==> src/rtl/bones_pkg.sv <==
// Shared types and uio bit positions for the bones frequency meter.
package bones_pkg;

  typedef enum logic [1:0] {
    IDLE,
    ARM,
    GATE,
    DONE
  } state_e;

  localparam int SEL_LSB   = 0;
  localparam int BSEL_LSB  = 3;
  localparam int START_BIT = 5;
  localparam int CONT_BIT  = 6;
  localparam int DONE_BIT  = 7;

  localparam logic [7:0] UIO_OE_VAL = 8'h80;

endpackage

==> src/rtl/bones_edge_sync.sv <==
// Two-flop synchroniser for an asynchronous level, plus a one-cycle rising-edge pulse.
module bones_edge_sync (
  input  logic clk,
  input  logic rst_n,
  input  logic async_in,
  output logic pulse
);

  logic meta_q;
  logic sync_q;
  logic prev_q;

  // NOTE: non-blocking assignments keep the three stages a true shift chain; blocking would collapse them.
  always_ff @(posedge clk or negedge rst_n) begin
    if (!rst_n) begin
      meta_q <= 1'b0;
      sync_q <= 1'b0;
      prev_q <= 1'b0;
    end else begin
      meta_q <= async_in;
      sync_q <= meta_q;
      prev_q <= sync_q;
    end
  end

  assign pulse = sync_q & ~prev_q;

endmodule

==> src/rtl/tt_um_bones_freq_meter.sv <==
// Gated edge counter for ring-oscillator taps; the saturating result is read out byte by byte.
module tt_um_bones_freq_meter
  import bones_pkg::*;
#(
  parameter int CHANNELS  = 4,
  parameter int GATE_LOG2 = 10,
  parameter int CNT_W     = 16
) (
  input  logic       clk,
  input  logic       rst_n,
  input  logic       ena,
  input  logic [7:0] ui_in,
  input  logic [7:0] uio_in,
  output logic [7:0] uo_out,
  output logic [7:0] uio_out,
  output logic [7:0] uio_oe
);

  localparam int             GW        = GATE_LOG2 + 1;
  localparam logic [GW-1:0]  GATE_LAST = GW'((1 << GATE_LOG2) - 1);

  logic [7:0]       tap_pulse;
  logic             start_pulse;
  state_e           state_q, state_d;
  logic [2:0]       sel_q;
  logic             cont_q;
  logic [GW-1:0]    gate_cnt_q;
  logic [CNT_W-1:0] edge_cnt_q, edge_cnt_d;
  logic [CNT_W-1:0] result_q;
  logic             done_q;
  logic [31:0]      result_ext;
  logic             unused;

  // Channels beyond CHANNELS have no synchroniser and never pulse, so selecting them counts nothing.
  for (genvar i = 0; i < 8; i++) begin : g_tap
    if (i < CHANNELS) begin : g_on
      bones_edge_sync u_sync (
        .clk      (clk),
        .rst_n    (rst_n),
        .async_in (ui_in[i]),
        .pulse    (tap_pulse[i])
      );
    end else begin : g_off
      assign tap_pulse[i] = 1'b0;
    end
  end

  bones_edge_sync u_start_sync (
    .clk      (clk),
    .rst_n    (rst_n),
    .async_in (uio_in[START_BIT]),
    .pulse    (start_pulse)
  );

  always_ff @(posedge clk or negedge rst_n) begin
    if (!rst_n) state_q <= IDLE;
    else        state_q <= state_d;
  end

  // NOTE: every always_comb output gets a default first so no path can infer a latch.
  always_comb begin
    state_d = state_q;
    case (state_q)
      IDLE:    if (start_pulse) state_d = ARM;
      ARM:     state_d = GATE;
      GATE:    if (gate_cnt_q == GATE_LAST) state_d = DONE;
      DONE:    if (cont_q || start_pulse) state_d = ARM;
      default: state_d = IDLE;
    endcase
  end

  always_comb begin
    edge_cnt_d = edge_cnt_q;
    if (tap_pulse[sel_q] && (edge_cnt_q != '1)) edge_cnt_d = edge_cnt_q + CNT_W'(1);
  end

  always_ff @(posedge clk or negedge rst_n) begin
    if (!rst_n) begin
      sel_q      <= '0;
      cont_q     <= 1'b0;
      gate_cnt_q <= '0;
      edge_cnt_q <= '0;
      result_q   <= '0;
      done_q     <= 1'b0;
    end else begin
      // done drops on entry to ARM so it reads low for the whole ARM cycle, except on a continuous re-arm.
      if ((state_d == ARM) && (state_q != ARM) && !((state_q == DONE) && cont_q))
        done_q <= 1'b0;
      if (state_q == ARM) begin
        sel_q      <= uio_in[SEL_LSB +: 3];
        gate_cnt_q <= '0;
        edge_cnt_q <= '0;
      end
      if (state_q == GATE) begin
        gate_cnt_q <= gate_cnt_q + GW'(1);
        edge_cnt_q <= edge_cnt_d;
      end
      // Capture includes a pulse arriving in the final gate cycle.
      if ((state_q == GATE) && (state_d == DONE)) begin
        result_q <= edge_cnt_d;
        done_q   <= 1'b1;
        cont_q   <= uio_in[CONT_BIT];
      end
    end
  end

  assign result_ext = 32'(result_q);
  assign uo_out     = result_ext[{uio_in[BSEL_LSB +: 2], 3'b000} +: 8];
  assign uio_out    = 8'(done_q) << DONE_BIT;
  assign uio_oe     = UIO_OE_VAL;

  assign unused = &{1'b0, ena, ui_in, uio_in[7]};

endmodule

==> config.mk <==
export PLATFORM = sky130hd
export DESIGN_NAME = tt_um_bones_freq_meter
export DESIGN_NICKNAME = d
export VERILOG_FILES = /design/src/rtl/bones_pkg.sv /design/src/rtl/bones_edge_sync.sv /design/src/rtl/tt_um_bones_freq_meter.sv
export SDC_FILE = /design/constraint.sdc
export NUM_CORES = 1
export LEC_CHECK = 0
export BUFFER_PORTS_ARGS = -buffer_cell sky130_fd_sc_hd__buf_2
export CAP_MARGIN = 20
export CORE_MARGIN = 3
export CORE_UTILIZATION = 63
export CTS_BUF_LIST = sky130_fd_sc_hd__clkbuf_8 sky130_fd_sc_hd__clkbuf_16
export CTS_CLUSTER_SIZE = 28
export DETAILED_ROUTE_END_ITERATION = 8
export PLACE_DENSITY = 0.85
export SLEW_MARGIN = 20
export SYNTH_ARGS = -nofsm -noshare
export SYNTH_HDL_FRONTEND = slang
export SYNTH_SLANG_ARGS = --single-unit
==> constraint.sdc <==
create_clock -name clk -period 4.2 [get_ports clk]
set_input_delay 0.42 -clock clk [delete_from_list [all_inputs] [get_ports clk]]
set_output_delay 0.42 -clock clk [all_outputs]
set_load 0.005 [all_outputs]
==> results of run 1 <==
==> layer usage <==
layer,GRT usage (%),vias up,share of wire [%]
met5,0,-,0
met4,5.98,0,1.5
met3,5.64,12,4.2
met2,40.1,81,49
met1,32.0,1372,45
li1,-,1329,-
==> final cells by class <==
type	instances	area, um^2	share of cell area [%]
Clock buffer	9	124	3.19
Clock inverter	7	78.8	2.03
Timing Repair Buffer	24	128	3.29
Multi-Input combinational cell	266	1780	45.9
Tap cell	72	90.1	2.32
Inverter	14	52.6	1.35
Sequential cell	65	1630	41.9
==> cell families after synthesis <==
group	after synthesis	share of synthesized area [%]
XOR/XNOR	11	2.64
flip-flops	65	44.5
adder cells (fa/ha/maj)	6	2.05
multiplexers	18	5.89
AO/OA/AOI/OAI	76	14.0
AND/OR/NAND/NOR	140	22.2
buffers and inverters	52	8.46
other	2	0.206
==> stage by stage <==
step	hold WS, ps	total power [uW]	util, %
after global routing	50.4	2020	69.7
after floorplan	124	1250	-
after global placement	332	1320	65.8
final	25.1	1910	69.7
after CTS	36.8	1900	69.5
after detailed placement	335	1360	65.8
==> flip-flops by register name (all words and copies together) (netlist names) <==
name,count
edge_cnt_q,16
result_q,16
gate_cnt_q,11
g_tap.g_on.u_sync.meta_q,4
g_tap.g_on.u_sync.prev_q,4
g_tap.g_on.u_sync.sync_q,4
sel_q,3
state_q,2
cont_q,1
done_q,1
u_start_sync.meta_q,1
u_start_sync.prev_q,1
u_start_sync.sync_q,1
==> where the power goes <==
| group | internal (uW) | switching (uW) | total (uW) |
|---|---|---|---|
| clock | 280 | 259 | 539 |
| combinational | 204 | 397 | 601 |
| sequential | 693 | 73.9 | 767 |
| total | 1180 | 730 | 1910 |
==> cells in the mapped netlist, types with 3 or more instances <==
cell / instances
o31ai_1: 4
nor4_4: 3
nand2_1: 33
buf_2: 7
a31oi_1: 7
mux2i_1: 11
xnor2_1: 4
nor2_1: 20
o21ai_1: 3
o311ai_0: 6
or3_1: 5
and2_1: 4
xor2_1: 7
buf_6: 5
and3_1: 4
nand2b_1: 10
a21oi_1: 13
mux2_2: 4
nand3_1: 21
dfrtp_1: 65
nand4_1: 9
o221ai_1: 4
o21ai_0: 17
o311ai_1: 3
ha_1: 6
clkbuf_1: 7
and4_1: 7
inv_1: 14
o22ai_1: 3
buf_4: 18
nor2b_1: 9
==> critical path: cells and delay by family, from the launching register on <==
kind / cells / cell delay [ps]
compound gates: 1 / 650
simple gates: 2 / 440
mux: 1 / 420
flops: 1 / 410
fa+ha+maj: 1 / 260
buf+inv: 1 / 100
==> worst paths after layout <==
path,to,cells past startpoint,slack (ps)
max,result_q[1],6,1800
min in group clk,g_tap[0].g_on.u_sync.meta_q,1,180
min,result_q[14],1,30
max reg2reg,result_q[1],6,1800
min reg2reg,g_tap[3].g_on.u_sync.sync_q,0,350
max in group asynchronous,g_tap[2].g_on.u_sync.prev_q,2,3260
==> impl_metrics.yaml, run 1 <==
sta:
  worst_slew_pin_slew_ps: 764
  clock_skew_ps: 7.60
  period_share_pct: 57.1
  rsz0062_at_grt: "false"
  period_needed_ps: 2400
  finalSetupViolations: 0
  slew_headroom_pct: 49.0
  tns_ps: 0
  fin_ws_ps: 1800
  drv_slew: 0
  fmax_mhz: 417
  final-hold-violation-count: 0
placement:
  place.port_buffers: 21
  gp_congestion: 0.910
  place_inst: 441
  dpl_cell_area_mm2: 0.00367
  place_hpwl_um: 5270
  dp_slack_ps: 1580
detailed_routing:
  wire_per_inst_um: 16.5
  via_count: 2794
  drtIter0Drc: 189
  drc: 0
  firstDrtPassIters: 5
  routed_wl_um: 7530
  detail-route-antenna-nets: 0
  vias_per_cell: 6.11
power:
  p_per_area_mw_per_mm2: 491
  irDropWorstVdd_uv: 418
  p_leak_uw: 0.00169
clocking:
  htreeDepth: 3
  clk_pin_slew_ps: 80
  cts_tree: "done"
  ctsResizeCount: 0
  cts_buffers: 9
  cts_sinks: 65
  clk_latency_ps: 340
  clockBufferDepth: 2
  cts_root_buf: "clkbuf_8"
  post_cts_buffers: 0
  cts_hold_buf: 0
synthesis:
  yosys_warnings: 0
  syn-cell-area_mm2: 0.00365
  synth_edf_count: 0
  synth_top_area_share_pct: 44.5
  synth_seq_area_share_pct: 44.5
  synth_ff_type: "dfrtp_1"
  ys_async_sr_fraction_pct: 100
  synthDistinctLibCells: 59
  ys_ff_latch: 65
  netlist_top_cells_area: "dfrtp_1 (45%), buf_4 (3.7%), nand2_1 (3.4%)"
  synth_top_area_cell: "dfrtp_1"
  synth_area_per_cell_um2: 9.87
  synth_cells: 370
cells_and_area:
  final_nets: 405
  fillers: 413
  final_cell_mix: "dfrtp_1 (65), nand2_1 (33), nand3_1 (21), buf_2 (21), nor2_1 (20)"
  drive_gt1_share_pct: 16.1
  final_common_cell: "dfrtp_1"
  area_delta_synth_final_pct: 6.30
  n_antenna_cell: 0
  stdcell_count: 457
  final_area_mm2: 0.00388
setup_path:
  cp_data_required_time_ps: 4430
  crit_arrival_ps: 2620
  start_kind: "flop"
  critPathMaxFanout: 30
  critPathSlowestCell: "o221ai_4"
  rr_startpoint: "state_q[0]"
  end_kind: "flop"
  path_cells: "inv_1, ha_1, nor3b_1, and4_1, o221ai_4, mux2_2"
  max_stage_delay_ps: 650
  critical_path_class: "flop to flop"
  startpoint: "state_q[0]"
floorplanning:
  core-area_mm2: 0.00557
  die_x_um: 82.2
  pin_count: 43
  num_rows: 27
  initial_core_util_pct: 65.5
  die_h_um: 82.2
  design.die.area_mm2: 0.00675
global_routing:
  grt_max_degree: 46
  antenna_found_initial: 0
  grt_first_pass_wirelength_um: 12300
  grt_pass1_vias: 2559
  gr-total-overflow: 0
  grt_util_all_layers_pct: 24.1
run:
  cap_viol_max_count: 0
run_status:
  status: "complete, no violations"
min_path:
  hp-class: "input pin to async pin"
(Power assumes the default switching activity.)
==> run 2: changes to the inputs <==
CORE_UTILIZATION = 58   (was 63)
PLACE_DENSITY = 0.79   (was 0.85)
clock period = 2.3 ns   (was 4.2 ns; I/O delays follow)
==> impl_metrics.yaml, run 2 (synthesized netlist as in run 1, its figures left out) <==
floorplanning:
  die_x_um: 85.4
  die_h_um: 85.4
  num_rows: 28
  core-area_mm2: 0.00603
  initial_core_util_pct: 60.6
  design.die.area_mm2: 0.00729
  pin_count: 43
power:
  p_per_area_mw_per_mm2: 926
  p_total_uw: 3760
  irDropWorstVdd_uv: 816
  p_leak_uw: 0.00178
sta:
  clock_skew_ps: 9.79
  final-hold-violation-count: 0
  slew_headroom_pct: 60.0
  rsz0062_at_grt: "false"
  fin_ws_ps: 139
  hold_ws_ps: 117
  fmax_mhz: 463
  tns_ps: 0
  drv_slew: 0
  worst_slew_pin_slew_ps: 595
  finalSetupViolations: 0
  period_share_pct: 94.0
  period_needed_ps: 2160
setup_path:
  cp_data_required_time_ps: 2530
  max_stage_delay_ps: 410
  critPathSlowestCell: "dfrtp_1"
  critical_path_class: "flop to flop"
  start_kind: "flop"
  cp_top_family: "compound AO/OA/AOI/OAI gates"
  end_kind: "flop"
  crit_arrival_ps: 2390
  cp.buffers_inverters: 2
  critPathMaxFanout: 12
  startpoint: "state_q[0]"
  path_common_cell: "a31oi_1"
  rr_startpoint: "state_q[0]"
  path_cells: "inv_1, ha_1, a211oi_1, a31oi_1, o221ai_2, buf_4, a31oi_1, a22o_1"
global_routing:
  gr-total-overflow: 0
  grt_max_degree: 47
  grt_pass1_vias: 2589
  grt_first_pass_wirelength_um: 12700
  grt_util_all_layers_pct: 22.0
  antenna_found_initial: 0
cells_and_area:
  fillers: 449
  final_common_cell: "dfrtp_1"
  final_cell_mix: "dfrtp_1 (65), nand2_1 (33), nand3_1 (21), buf_2 (21), nor2_1 (20)"
  largestRegisters: "edge_cnt_q: 16 flops, result_q: 16 flops, gate_cnt_q: 11 flops"
  final_nets: 419
  area_delta_synth_final_pct: 11.2
  drive_gt1_share_pct: 18.0
  seq_area_mm2: 0.00163
  n_antenna_cell: 0
  multi_input_area_mm2: 0.00178
clocking:
  cts_buffers: 9
  clk_pin_slew_ps: 80
  clockBufferDepth: 2
  cts_tree: "done"
  clk_latency_ps: 340
  cts_root_buf: "clkbuf_8"
  cts_sinks: 65
  htreeDepth: 3
placement:
  gp_congestion: 0.898
  place_hpwl_um: 5320
  dp_slack_ps: 130
  place.port_buffers: 21
min_path:
  hold_start: "uio_in[6]"
  hp-class: "input pin to flop"
detailed_routing:
  firstDrtPassIters: 4
  via_count: 2859
  detail-route-antenna-nets: 0
  drc: 0
  wire_per_inst_um: 15.6
  routed_wl_um: 7410
  drtIter0Drc: 251
  vias_per_cell: 6.03
run:
  cap_viol_max_count: 0
run_status:
  status: "complete, no violations"
[run 2: worst paths after layout]
path | depth (start not counted) | slack [ps] | to
worst min register to register | 0 | 350 | g_tap[3].g_on.u_sync.sync_q
worst max-delay path | 8 | 140 | result_q[9]
worst min-delay path | 2 | 120 | cont_q
worst max register to register | 8 | 140 | result_q[9]
max in group asynchronous | 3 | 1320 | gate_cnt_q[6]
min in group asynchronous | 2 | 370 | edge_cnt_q[15]
[run 2: per-stage QoR]
stage	utilization (%)	cells	cell area, um^2
after floorplan	-	383	3700
after global placement	62.2	452	3750
after detailed placement	62.2	452	3750
after CTS	67.1	473	4050
after global routing	67.4	474	4060
final	67.4	474	4060
[run 2: metal layers]
| layer | up-vias | routed length [um] | track usage, % |
|---|---|---|---|
| met5 | - | 0 | 0 |
| met4 | 0 | 136 | 7.63 |
| met3 | 15 | 420 | 4.17 |
| met2 | 106 | 3450 | 32.6 |
| met1 | 1382 | 3410 | 32.5 |
| li1 | 1356 | - | - |
[run 2: final cells by class]
| type | count | area share [%] |
|---|---|---|
| timing repair buffer | 38 | 6.41 |
| inverter | 14 | 1.29 |
| tap | 75 | 2.31 |
| multi-input combinational | 266 | 43.8 |
| clock buffer | 9 | 3.05 |
| clock inverter | 7 | 3.08 |
| sequential | 65 | 40.0 |
[run 2: where the power goes]
group	switching [uW]	total [uW]	leakage [uW]	internal (uW)
Clock	477	1210	0.000124	731
Combinational	720	1150	0.000802	431
Sequential	134	1400	0.000856	1270
Total	1330	3760	0.00178	2430
[run 2: worst reg2reg max path: cells and delay by family (launching register included)]
| family | cells | cell delay (ps) |
|---|---|---|
| compound gates | 5 | 1030 |
| fa+ha+maj | 1 | 270 |
| buf+inv | 2 | 350 |
| flops | 1 | 410 |
[run 2: timing repair]
item / in CTS / in global routing
setup endpoints to repair: 0 / 10
hold buffers: 5 / 1
buffers inserted: 0 / 0
gates resized for setup: 0 / 2
endpoints found under the hold margin: 23 / 1
